[src/rtl/semiauto_motion_driver_if.sv]
// Signal bundle between the semi-auto decision FSM and its motion driver stage.
// The decision side is the master; the driver (with its H-bridge lines) is the slave.
interface semiauto_motion_driver_if #(
    parameter int PWM_BITS = 8
);
    logic                enable;
    logic [1:0]          next_state;
    logic [3:0]          next_moving_state;
    logic [1:0]          state;
    logic [3:0]          moving_state;
    logic                motor_l_fwd;
    logic                motor_l_rev;
    logic                motor_r_fwd;
    logic                motor_r_rev;
    logic [PWM_BITS-1:0] duty;
    logic                dead_busy;
    logic                illegal_cmd;

    modport master (
        output enable, next_state, next_moving_state,
        input  state, moving_state, motor_l_fwd, motor_l_rev, motor_r_fwd, motor_r_rev,
        input  duty, dead_busy, illegal_cmd
    );

    modport slave (
        input  enable, next_state, next_moving_state,
        output state, moving_state, motor_l_fwd, motor_l_rev, motor_r_fwd, motor_r_rev,
        output duty, dead_busy, illegal_cmd
    );
endinterface

[src/rtl/semiauto_motion_driver.sv]
// Registers the decision FSM feedback and drives the H-bridge lines with PWM,
// soft-start ramping and a dead-time gap on every change of drive pattern.
module semiauto_motion_driver #(
    parameter int PWM_BITS    = 8,
    parameter int DUTY_MAX    = 255,
    parameter int RAMP_STEP   = 16,
    parameter int RAMP_DIV    = 50000,
    parameter int DEAD_CYCLES = 100000
) (
    input logic                     sys_clk,
    input logic                     rst_n,
    semiauto_motion_driver_if.slave bus
);
    typedef enum logic [1:0] {D_IDLE, D_RAMP, D_RUN, D_DEAD} drv_state_e;

    localparam logic [19:0]         RAMP_LAST  = 20'(RAMP_DIV - 1);
    localparam logic [19:0]         DEAD_LAST  = 20'(DEAD_CYCLES - 1);
    localparam logic [PWM_BITS-1:0] DUTY_MAX_V = PWM_BITS'(DUTY_MAX);
    localparam logic [PWM_BITS-1:0] STEP_V     = PWM_BITS'(RAMP_STEP);

    logic [1:0]          state_q, state_d;
    logic [3:0]          ms_q, ms_d, prev_ms_q;
    drv_state_e          drv_q, drv_d;
    logic [3:0]          applied_q, applied_d;
    logic [PWM_BITS-1:0] duty_q, duty_d;
    logic [19:0]         ramp_cnt_q, ramp_cnt_d;
    logic [19:0]         dead_cnt_q, dead_cnt_d;
    logic [PWM_BITS-1:0] pwm_cnt_q, pwm_cnt_d;
    logic [3:0]          lines_q, lines_d;

    logic [3:0]          target;
    logic                cmd_illegal;
    logic                ramp_tick;
    logic                dead_done;
    logic [PWM_BITS:0]   duty_sum;
    logic [PWM_BITS-1:0] duty_inc;

    // NOTE: sequential state uses non-blocking assignments so every flop samples pre-edge values.
    always_ff @(posedge sys_clk or negedge rst_n) begin
        if (!rst_n) begin
            state_q    <= 2'b01;
            ms_q       <= 4'b0000;
            prev_ms_q  <= 4'b0000;
            drv_q      <= D_IDLE;
            applied_q  <= 4'b0000;
            duty_q     <= '0;
            ramp_cnt_q <= '0;
            dead_cnt_q <= '0;
            pwm_cnt_q  <= '0;
            lines_q    <= 4'b0000;
        end else begin
            state_q    <= state_d;
            ms_q       <= ms_d;
            prev_ms_q  <= ms_q;
            drv_q      <= drv_d;
            applied_q  <= applied_d;
            duty_q     <= duty_d;
            ramp_cnt_q <= ramp_cnt_d;
            dead_cnt_q <= dead_cnt_d;
            pwm_cnt_q  <= pwm_cnt_d;
            lines_q    <= lines_d;
        end
    end

    // Disabling parks the decision FSM in its idle state with a stop command.
    always_comb begin
        state_d = bus.enable ? bus.next_state        : 2'b01;
        ms_d    = bus.enable ? bus.next_moving_state : 4'b0000;
    end

    // NOTE: every always_comb output gets a default first so no latch is inferred.
    always_comb begin
        target      = 4'b0000;
        cmd_illegal = 1'b0;
        case (ms_q)
            4'b0000: target = 4'b0000;
            4'b0001: target = 4'b1010;
            4'b0010: target = 4'b0101;
            4'b0100: target = 4'b0110;
            4'b1000: target = 4'b1001;
            default: cmd_illegal = 1'b1;
        endcase
    end

    assign ramp_tick = (ramp_cnt_q == RAMP_LAST);
    assign dead_done = (dead_cnt_q == DEAD_LAST);

    always_comb begin
        duty_sum = {1'b0, duty_q} + {1'b0, STEP_V};
        duty_inc = (duty_sum >= {1'b0, DUTY_MAX_V}) ? DUTY_MAX_V : duty_sum[PWM_BITS-1:0];
    end

    always_comb begin
        drv_d = drv_q;
        case (drv_q)
            D_IDLE: if (target != 4'b0000) drv_d = D_RAMP;
            D_RAMP: begin
                if (target != applied_q)                    drv_d = D_DEAD;
                else if (ramp_tick && duty_inc == DUTY_MAX_V) drv_d = D_RUN;
            end
            D_RUN:  if (target != applied_q) drv_d = D_DEAD;
            D_DEAD: if (dead_done) drv_d = (target == 4'b0000) ? D_IDLE : D_RAMP;
            default: drv_d = D_IDLE;
        endcase
    end

    // Datapath follows the transition chosen above; lines use next values so they
    // always equal applied & gate of the same cycle, hence 0 whenever duty is 0.
    always_comb begin
        applied_d  = applied_q;
        duty_d     = duty_q;
        ramp_cnt_d = ramp_cnt_q;
        dead_cnt_d = dead_cnt_q;
        pwm_cnt_d  = pwm_cnt_q + PWM_BITS'(1);
        if (drv_d == D_DEAD) begin
            if (drv_q != D_DEAD) begin
                applied_d  = 4'b0000;
                duty_d     = '0;
                dead_cnt_d = '0;
            end else begin
                dead_cnt_d = dead_cnt_q + 20'd1;
            end
        end else if (drv_d == D_RAMP && drv_q != D_RAMP) begin
            applied_d  = target;
            duty_d     = STEP_V;
            ramp_cnt_d = '0;
        end else if (drv_q == D_RAMP) begin
            ramp_cnt_d = ramp_tick ? 20'd0 : ramp_cnt_q + 20'd1;
            if (ramp_tick) duty_d = duty_inc;
        end
        lines_d = applied_d & {4{pwm_cnt_d < duty_d}};
    end

    always_comb begin
        bus.state        = state_q;
        bus.moving_state = ms_q;
        bus.motor_l_fwd  = lines_q[3];
        bus.motor_l_rev  = lines_q[2];
        bus.motor_r_fwd  = lines_q[1];
        bus.motor_r_rev  = lines_q[0];
        bus.duty         = duty_q;
        bus.dead_busy    = (drv_q == D_DEAD);
        bus.illegal_cmd  = cmd_illegal && (ms_q != prev_ms_q);
    end
endmodule

[src/flat_wrapper.sv]
// flat-port wrapper written by rule: the top's interface ports become plain ports
module semiauto_motion_driver_flat 
#(
    parameter int PWM_BITS    = 8,
    parameter int DUTY_MAX    = 255,
    parameter int RAMP_STEP   = 16,
    parameter int RAMP_DIV    = 50000,
    parameter int DEAD_CYCLES = 100000
)
  (sys_clk, rst_n, bus_enable, bus_next_state, bus_next_moving_state, bus_state, bus_moving_state, bus_motor_l_fwd, bus_motor_l_rev, bus_motor_r_fwd, bus_motor_r_rev, bus_duty, bus_dead_busy, bus_illegal_cmd);
  semiauto_motion_driver_if #(.PWM_BITS(PWM_BITS)) bus_i ();
  input logic sys_clk;
  input logic rst_n;
  input wire logic [$bits(bus_i.enable)-1:0] bus_enable;
  input wire logic [$bits(bus_i.next_state)-1:0] bus_next_state;
  input wire logic [$bits(bus_i.next_moving_state)-1:0] bus_next_moving_state;
  output wire logic [$bits(bus_i.state)-1:0] bus_state;
  output wire logic [$bits(bus_i.moving_state)-1:0] bus_moving_state;
  output wire logic [$bits(bus_i.motor_l_fwd)-1:0] bus_motor_l_fwd;
  output wire logic [$bits(bus_i.motor_l_rev)-1:0] bus_motor_l_rev;
  output wire logic [$bits(bus_i.motor_r_fwd)-1:0] bus_motor_r_fwd;
  output wire logic [$bits(bus_i.motor_r_rev)-1:0] bus_motor_r_rev;
  output wire logic [$bits(bus_i.duty)-1:0] bus_duty;
  output wire logic [$bits(bus_i.dead_busy)-1:0] bus_dead_busy;
  output wire logic [$bits(bus_i.illegal_cmd)-1:0] bus_illegal_cmd;
  assign bus_i.enable = bus_enable;
  assign bus_i.next_state = bus_next_state;
  assign bus_i.next_moving_state = bus_next_moving_state;
  assign bus_state = bus_i.state;
  assign bus_moving_state = bus_i.moving_state;
  assign bus_motor_l_fwd = bus_i.motor_l_fwd;
  assign bus_motor_l_rev = bus_i.motor_l_rev;
  assign bus_motor_r_fwd = bus_i.motor_r_fwd;
  assign bus_motor_r_rev = bus_i.motor_r_rev;
  assign bus_duty = bus_i.duty;
  assign bus_dead_busy = bus_i.dead_busy;
  assign bus_illegal_cmd = bus_i.illegal_cmd;
  semiauto_motion_driver #(.PWM_BITS(PWM_BITS), .DUTY_MAX(DUTY_MAX), .RAMP_STEP(RAMP_STEP), .RAMP_DIV(RAMP_DIV), .DEAD_CYCLES(DEAD_CYCLES)) u_core (.sys_clk(sys_clk), .rst_n(rst_n), .bus(bus_i));
endmodule
[config.mk]
export PLATFORM = sky130hd
export DESIGN_NAME = semiauto_motion_driver_flat
export DESIGN_NICKNAME = d
export VERILOG_FILES = /design/src/rtl/semiauto_motion_driver_if.sv /design/src/rtl/semiauto_motion_driver.sv /design/src/flat_wrapper.sv
export SDC_FILE = /design/constraint.sdc
export NUM_CORES = 1
export LEC_CHECK = 0
export CORE_MARGIN = 2
export CORE_UTILIZATION = 30
export DETAILED_ROUTE_END_ITERATION = 10
export GPL_TIMING_DRIVEN = 0
export HOLD_SLACK_MARGIN = 0.05
export SETUP_SLACK_MARGIN = 0.4
export SLEW_MARGIN = 20
export SYNTH_ARGS = -nofsm -noshare
export SYNTH_HDL_FRONTEND = slang
export SYNTH_SLANG_ARGS = --single-unit
[constraint.sdc]
create_clock -name sys_clk -period 4.6 [get_ports sys_clk]
set_input_delay 0.46 -clock sys_clk [delete_from_list [all_inputs] [get_ports sys_clk]]
set_output_delay 0.46 -clock sys_clk [all_outputs]
set_load 0.02 [all_outputs]
==> results of run 1 <==
==> power by group through the flow <==
stage	clock (W)	sequential, W	combinational, W
floorplan	0	0.000789	0.000164
CTS	0.000706	0.000787	0.000241
global route	0.000737	0.000800	0.000274
finish	0.000689	0.000788	0.000238
detailed placement	0	0.000799	0.000239
global placement	0	0.000796	0.000225
==> sequential cells by signal, indices dropped and copies added, names as in the netlist <==
signal,count
u_core.ramp_cnt_q,20
u_core.lines_q,4
u_core.pwm_cnt_q,8
u_core.bus.duty,8
u_core.bus.moving_state,4
u_core.drv_q,2
u_core.dead_cnt_q,20
u_core.applied_q,4
u_core.bus.state,2
u_core.prev_ms_q,4
==> cells in the mapped netlist (all sizes together) (4+ instances only) <==
cell and instances:
dfrtp 75, o21a 6, xnor2 12, inv 7
or4b 4, nor3 12, nand3 22, and2 10
or2 4, a21oi 11, nor4b 6, nand2 37
a31oi 8, nor2 48, xor2 12, nand4 10
o41ai 6, a22o 4, buf 9, and3 10
o21ai 36, nor2b 12, o311a 4, nor4 6
clkbuf 8, ha 12, o31ai 8
==> worst max-delay path, cell delays in order, from the launching register on <==
cell and delay (ns):
dfrtp_1 0.36, clkbuf_1 0.18, or4b_1 0.54, nor4_2 0.33, and3_1 0.20, buf_2 0.19, nand2_1 0.07, nor2_1 0.39
o21ai_0 0.18, ha_1 0.33, a21o_1 0.19, a211o_1 0.28, a31oi_1 0.16, o211ai_1 0.20, nor2b_1 0.17
==> what timing repair did <==
item,CTS,global route
resized for setup,0,2
hold buffers,0,0
setup endpoints to repair,0,4
==> routing by layer <==
metal,part of all wire (%),vias to the layer above,GRT usage [%]
met5,0,-,0
met4,0.97,0,3.41
met3,3.9,12,3.69
met2,47,71,22.0
met1,48,1779,19.4
li1,-,1730,-
==> worst paths after layout <==
check | start | end | slack, ns | cells past startpoint
min in group sys_clk | u_core.bus.moving_state[1] | u_core.prev_ms_q[1] | 0.40 | 0
worst max-delay path | u_core.ramp_cnt_q[10] | u_core.lines_q[3] | 0.75 | 14
worst min register to register | u_core.bus.moving_state[1] | u_core.prev_ms_q[1] | 0.40 | 0
worst min-delay path | rst_n | u_core.pwm_cnt_q[6] | 0.07 | 1
worst max register to register | u_core.ramp_cnt_q[10] | u_core.lines_q[3] | 0.75 | 14
max in group asynchronous | rst_n | u_core.ramp_cnt_q[10] | 3.96 | 2
==> final cells by class <==
| class | instances | area share, % |
|---|---|---|
| tap | 180 | 4.42 |
| sequential | 76 | 37.3 |
| multi-input combinational | 344 | 44.3 |
| clock buffer | 12 | 4.64 |
| clock inverter | 4 | 1.01 |
| buffer | 17 | 1.77 |
| timing repair buffer | 29 | 5.98 |
| inverter | 8 | 0.589 |
==> cell families after synthesis <==
group / Yosys count / share of synthesized area (%)
buf+inv: 25 / 2.81
fa+ha+maj: 12 / 3.51
xor+xnor: 24 / 4.92
simple gates: 200 / 26.2
compound gates: 106 / 17.5
flops: 76 / 44.5
mux: 2 / 0.497
==> stage by stage <==
| stage | instance area [µm²] | std cells | power (W) | util (%) |
|---|---|---|---|---|
| finish | 5100 | 670 | 0.00171 | 36.7 |
| global route | 5100 | 670 | 0.00181 | 36.7 |
| CTS | 5090 | 670 | 0.00173 | 36.7 |
| detailed placement | 4810 | 654 | 0.00104 | 34.6 |
| global placement | 4780 | 653 | 0.00102 | 34.5 |
| floorplan | 4280 | 445 | 0.000953 | - |
==> results.json, run 1 <==
{
  "preCtsSetupSlack_ns": 0.613,
  "port_buffers": 28,
  "register_area_um2": 1900,
  "dp_hpwl_um": 7140,
  "finalWirelength_um": 10100,
  "drive_gt1_share_pct": 9.59,
  "insertion_delay_ns": 0.34,
  "dr.pass1.iters": 4,
  "htreeDepth": 3,
  "grt_overflow": 0,
  "p_switching_w": 0.000461,
  "initial_core_util_pct": 30.8,
  "ys_seq_elements": 76,
  "place_congestion": 0.793,
  "synth-main-ff-cell": "dfrtp_1",
  "yosysWarnings": 0,
  "mappedNetlistArea_um2": 4280,
  "startpoint_type": "flop",
  "synth.avg_cell_area_um2": 9.61,
  "vias": 3592,
  "combinationalPowerShare_pct": 13.9,
  "route.detailed.drc": 0,
  "nets": 506,
  "rsz0062_at_grt": "false",
  "cts_inserted_buffers": 9,
  "fin_setup_tns_ns": 0,
  "final_common_cell": "dfrtp_1",
  "setup_viol": 0,
  "hold_violations": 0,
  "grt_usage_pct": 14.1,
  "slew_viol_final": 0,
  "tightestPinTransition_ns": 0.701,
  "ant_nets": 0,
  "die_h_um": 123,
  "status": "completed",
  "area_growth_pct": 19.3,
  "grt_pass1_vias": 3546,
  "skew_ns": 0.0103,
  "netlist.top_cell.by_area": "dfrtp_1",
  "power.leakage_nw": 2.07,
  "antennaDiodeCount": 0,
  "multiInputGateArea_um2": 2260,
  "clock-root-buffer": "clkbuf_16",
  "relSlewSlack_pct": 53.0,
  "nFillCells": 1387,
  "layout_setup_ws_ns": 0.746,
  "clock_sinks": 76,
  "syn_inst": 445,
  "max-vdd-ir-drop_mv": 0.181,
  "vias_per_cell": 5.36,
  "wire_per_inst_um": 15.0,
  "die-width_um": 123,
  "ys_types": 69,
  "holdWs_ns": 0.0708,
  "hp-class": "input port to asynchronous set/reset pin",
  "grt_pass1_wl_um": 17100,
  "cts_max_path_buffers": 2,
  "swShare_pct": 26.9,
  "coreArea_um2": 13900,
  "async_flop_share_pct": 100,
  "required_ns": 4.86,
  "io_pins": 29,
  "fmax_ghz": 0.259,
  "fin_crit_sh_pct": 83.8,
  "ys_seq_area_share_pct": 44.5,
  "path_clk_slew_ns": 0.06,
  "drv_cap": 0,
  "power.density_nw_per_um2": 336,
  "worstSetupPathType": "flop to flop",
  "rows": 43,
  "power.internal_w": 0.00125,
  "final.min_clock_period_ns": 3.85,
  "tritoncts": "done",
  "worst_setup_path_end_kind": "flop",
  "path_max_fanout": 8,
  "final_cell_mix": "dfrtp_1, nor2_1, nand2_1",
  "grt_max_degree": 45,
  "postCtsSetupRepairBufs": 0,
  "synth_nets": 466,
  "clockPowerShare_pct": 40.2,
  "p_seq_share_pct": 45.9,
  "antenna_found_initial": 0,
  "die_area_um2": 15200,
  "netlist.area_leader.share_pct": 43.9,
  "synth_edf_count": 0,
  "yosys-top-cells-area": "dfrtp_1, nor2_1, o21ai_0, ha_1, nand2_1",
  "worst_ep_arrival_time_ns": 4.11,
  "drtIter0Drc": 220
}
Power figures use the tool's default switching activity.
==> run 2, diff against run 1 <==
==> constraint.sdc (replaced) <==
create_clock -name sys_clk -period 3.95 [get_ports sys_clk]
set_input_delay 0.395 -clock sys_clk [delete_from_list [all_inputs] [get_ports sys_clk]]
set_output_delay 0.395 -clock sys_clk [all_outputs]
set_load 0.02 [all_outputs]
==> run 2 against run 1 <==
Utilization rose by 1.2 points. Worst setup slack lost 0.19 ns. Total power rose by 18%. Critical path type unchanged. Worst hold slack better by 0.33 ns. Critical endpoint unchanged. Combinational power is 28% higher. Global-route usage grew 0.12 points. Sequential power is 16% higher. Critical path depth rose by 1.
==> results.json, run 2 (synthesis results as in run 1) <==
{
  "cp_slowest_stage_delay_ns": 0.55,
  "startpoint_type": "flop",
  "tritoncts": "done",
  "dp_hpwl_um": 7140,
  "grt_pass1_wl_um": 17300,
  "rows": 43,
  "holdWs_ns": 0.399,
  "cts_inserted_buffers": 9,
  "coreArea_um2": 13900,
  "clock_sinks": 76,
  "antennaDiodeCount": 0,
  "fmax_ghz": 0.294,
  "startpoint": "u_core.ramp_cnt_q[8]",
  "crit_slowest_cell": "or4bb_4",
  "worst_setup_path_end_kind": "flop",
  "postPlaceCellArea_um2": 4810,
  "insertion_delay_ns": 0.34,
  "die-width_um": 123,
  "drv_cap": 0,
  "hold_violations": 0,
  "crit_path_frequent_cell": "buf_4",
  "finalWirelength_um": 10200,
  "p_total_w": 0.00203,
  "relSlewSlack_pct": 62.6,
  "min_from": "u_core.bus.moving_state[1]",
  "ant_nets": 0,
  "status": "completed",
  "htreeDepth": 3,
  "rsz0062_at_grt": "false",
  "setup_viol": 0,
  "slew_viol_final": 0,
  "grt_usage_pct": 14.2,
  "die_h_um": 123,
  "path_clk_slew_ns": 0.06,
  "antenna_found_initial": 0,
  "nets": 516,
  "vias": 3639,
  "layout_setup_ws_ns": 0.554,
  "grt_max_degree": 45,
  "top_regs": "u_core.dead_cnt_q (20), u_core.ramp_cnt_q (20)",
  "route.detailed.drc": 0,
  "required_ns": 4.21,
  "worstSetupPathType": "flop to flop",
  "area_growth_pct": 23.3,
  "cts_max_path_buffers": 2,
  "drtIter0Drc": 238,
  "power.density_nw_per_um2": 384,
  "worstReg2RegStart": "u_core.ramp_cnt_q[8]",
  "clock-root-buffer": "clkbuf_16",
  "drive_gt1_share_pct": 14.6,
  "dr.pass1.iters": 5,
  "final_cell_mix": "dfrtp_1, nor2_1, nand2_1",
  "critPathBufInv": 3,
  "initial_core_util_pct": 30.8,
  "die_area_um2": 15200,
  "max-vdd-ir-drop_mv": 0.209,
  "vias_per_cell": 5.35,
  "path_max_fanout": 8,
  "grt_overflow": 0,
  "cp_cell_sequence": "clkbuf_4 > or4bb_4 > nor4_4 > and3_1 > buf_4 > nand2_1 > nor2_4 > o21ai_0 > ha_1 > a21o_1 > a211o_1 > a31oi_1 > o211ai_1 > buf_4 > nor2b_1",
  "tightestPinTransition_ns": 0.557,
  "worst_ep_arrival_time_ns": 3.65,
  "io_pins": 29,
  "grt_pass1_vias": 3571,
  "hp-class": "flop to flop",
  "final_common_cell": "dfrtp_1",
  "place_congestion": 0.793,
  "cpLargestDelayFamily": "simple AND/OR/NAND/NOR gates",
  "final.min_clock_period_ns": 3.40,
  "fin_crit_sh_pct": 86.0,
  "port_buffers": 28,
  "stdcell_area_um2": 5270,
  "power.leakage_nw": 2.14,
  "preCtsSetupSlack_ns": -0.0371,
  "wire_per_inst_um": 15.0,
  "skew_ns": 0.00994
}
-- run 2: final timing paths --
check	to	slack (ns)	cells past startpoint
max in group asynchronous	u_core.ramp_cnt_q[14]	2.82	3
max reg2reg	u_core.lines_q[3]	0.55	15
max	u_core.lines_q[3]	0.55	15
min in group asynchronous	u_core.pwm_cnt_q[6]	0.56	2
min reg2reg	u_core.prev_ms_q[1]	0.40	0
min	u_core.prev_ms_q[1]	0.40	0
-- run 2: where the power goes --
group	internal, W	switching, W
combinational	0.000146	0.000158
clock	0.000490	0.000313
sequential	0.000844	0.0000739
total	0.00148	0.000545
-- run 2: area by class of cell --
cell class / count / area (µm²)
fillers: 1375 / 8610
multi-input cells: 344 / 2330
clock buffers: 12 / 236
repair buffers: 39 / 383
flip-flops and latches: 76 / 1900
plain buffers: 17 / 109
inverters: 8 / 33.8
clock inverters: 4 / 51.3
well taps: 180 / 225
-- run 2: timing repair --
item                       in CTS  in global routing
hold buffers                    1                  0
gates resized for setup         8                 29
hold endpoints to repair       31                  0
pin swaps                       3                  2
setup buffers                   4                  5
setup endpoints to repair       4                  4
-- run 2: metrics by stage --
stage / TNS [ns] / util [%] / instances
6_report: 0 / 38.0 / 680
5_1_grt: 0 / 38.0 / 680
4_1_cts: 0 / 37.2 / 675
3_5_place_dp: -0.100 / 34.6 / 654
3_3_place_gp: -12.81 / 34.5 / 653
2_1_floorplan: 0 / - / 445
-- run 2: worst register-to-register path, cell delays in order, from the launching register on --
cell,delay (ns)
dfrtp_1,0.32
clkbuf_4,0.16
or4bb_4,0.55
nor4_4,0.26
and3_1,0.21
buf_4,0.16
nand2_1,0.10
nor2_4,0.14
o21ai_0,0.11
ha_1,0.31
a21o_1,0.19
a211o_1,0.28
a31oi_1,0.16
o211ai_1,0.10
buf_4,0.17
nor2b_1,0.11
-- run 2: metal layers --
layer / vias to the layer above / track usage [%] / wire length, µm
met1: 1801 / 19.5 / 4870
met4: 0 / 3.41 / 101
met3: 12 / 3.74 / 416
met5: - / 0 / 0
met2: 79 / 22.3 / 4810
li1: 1747 / - / -
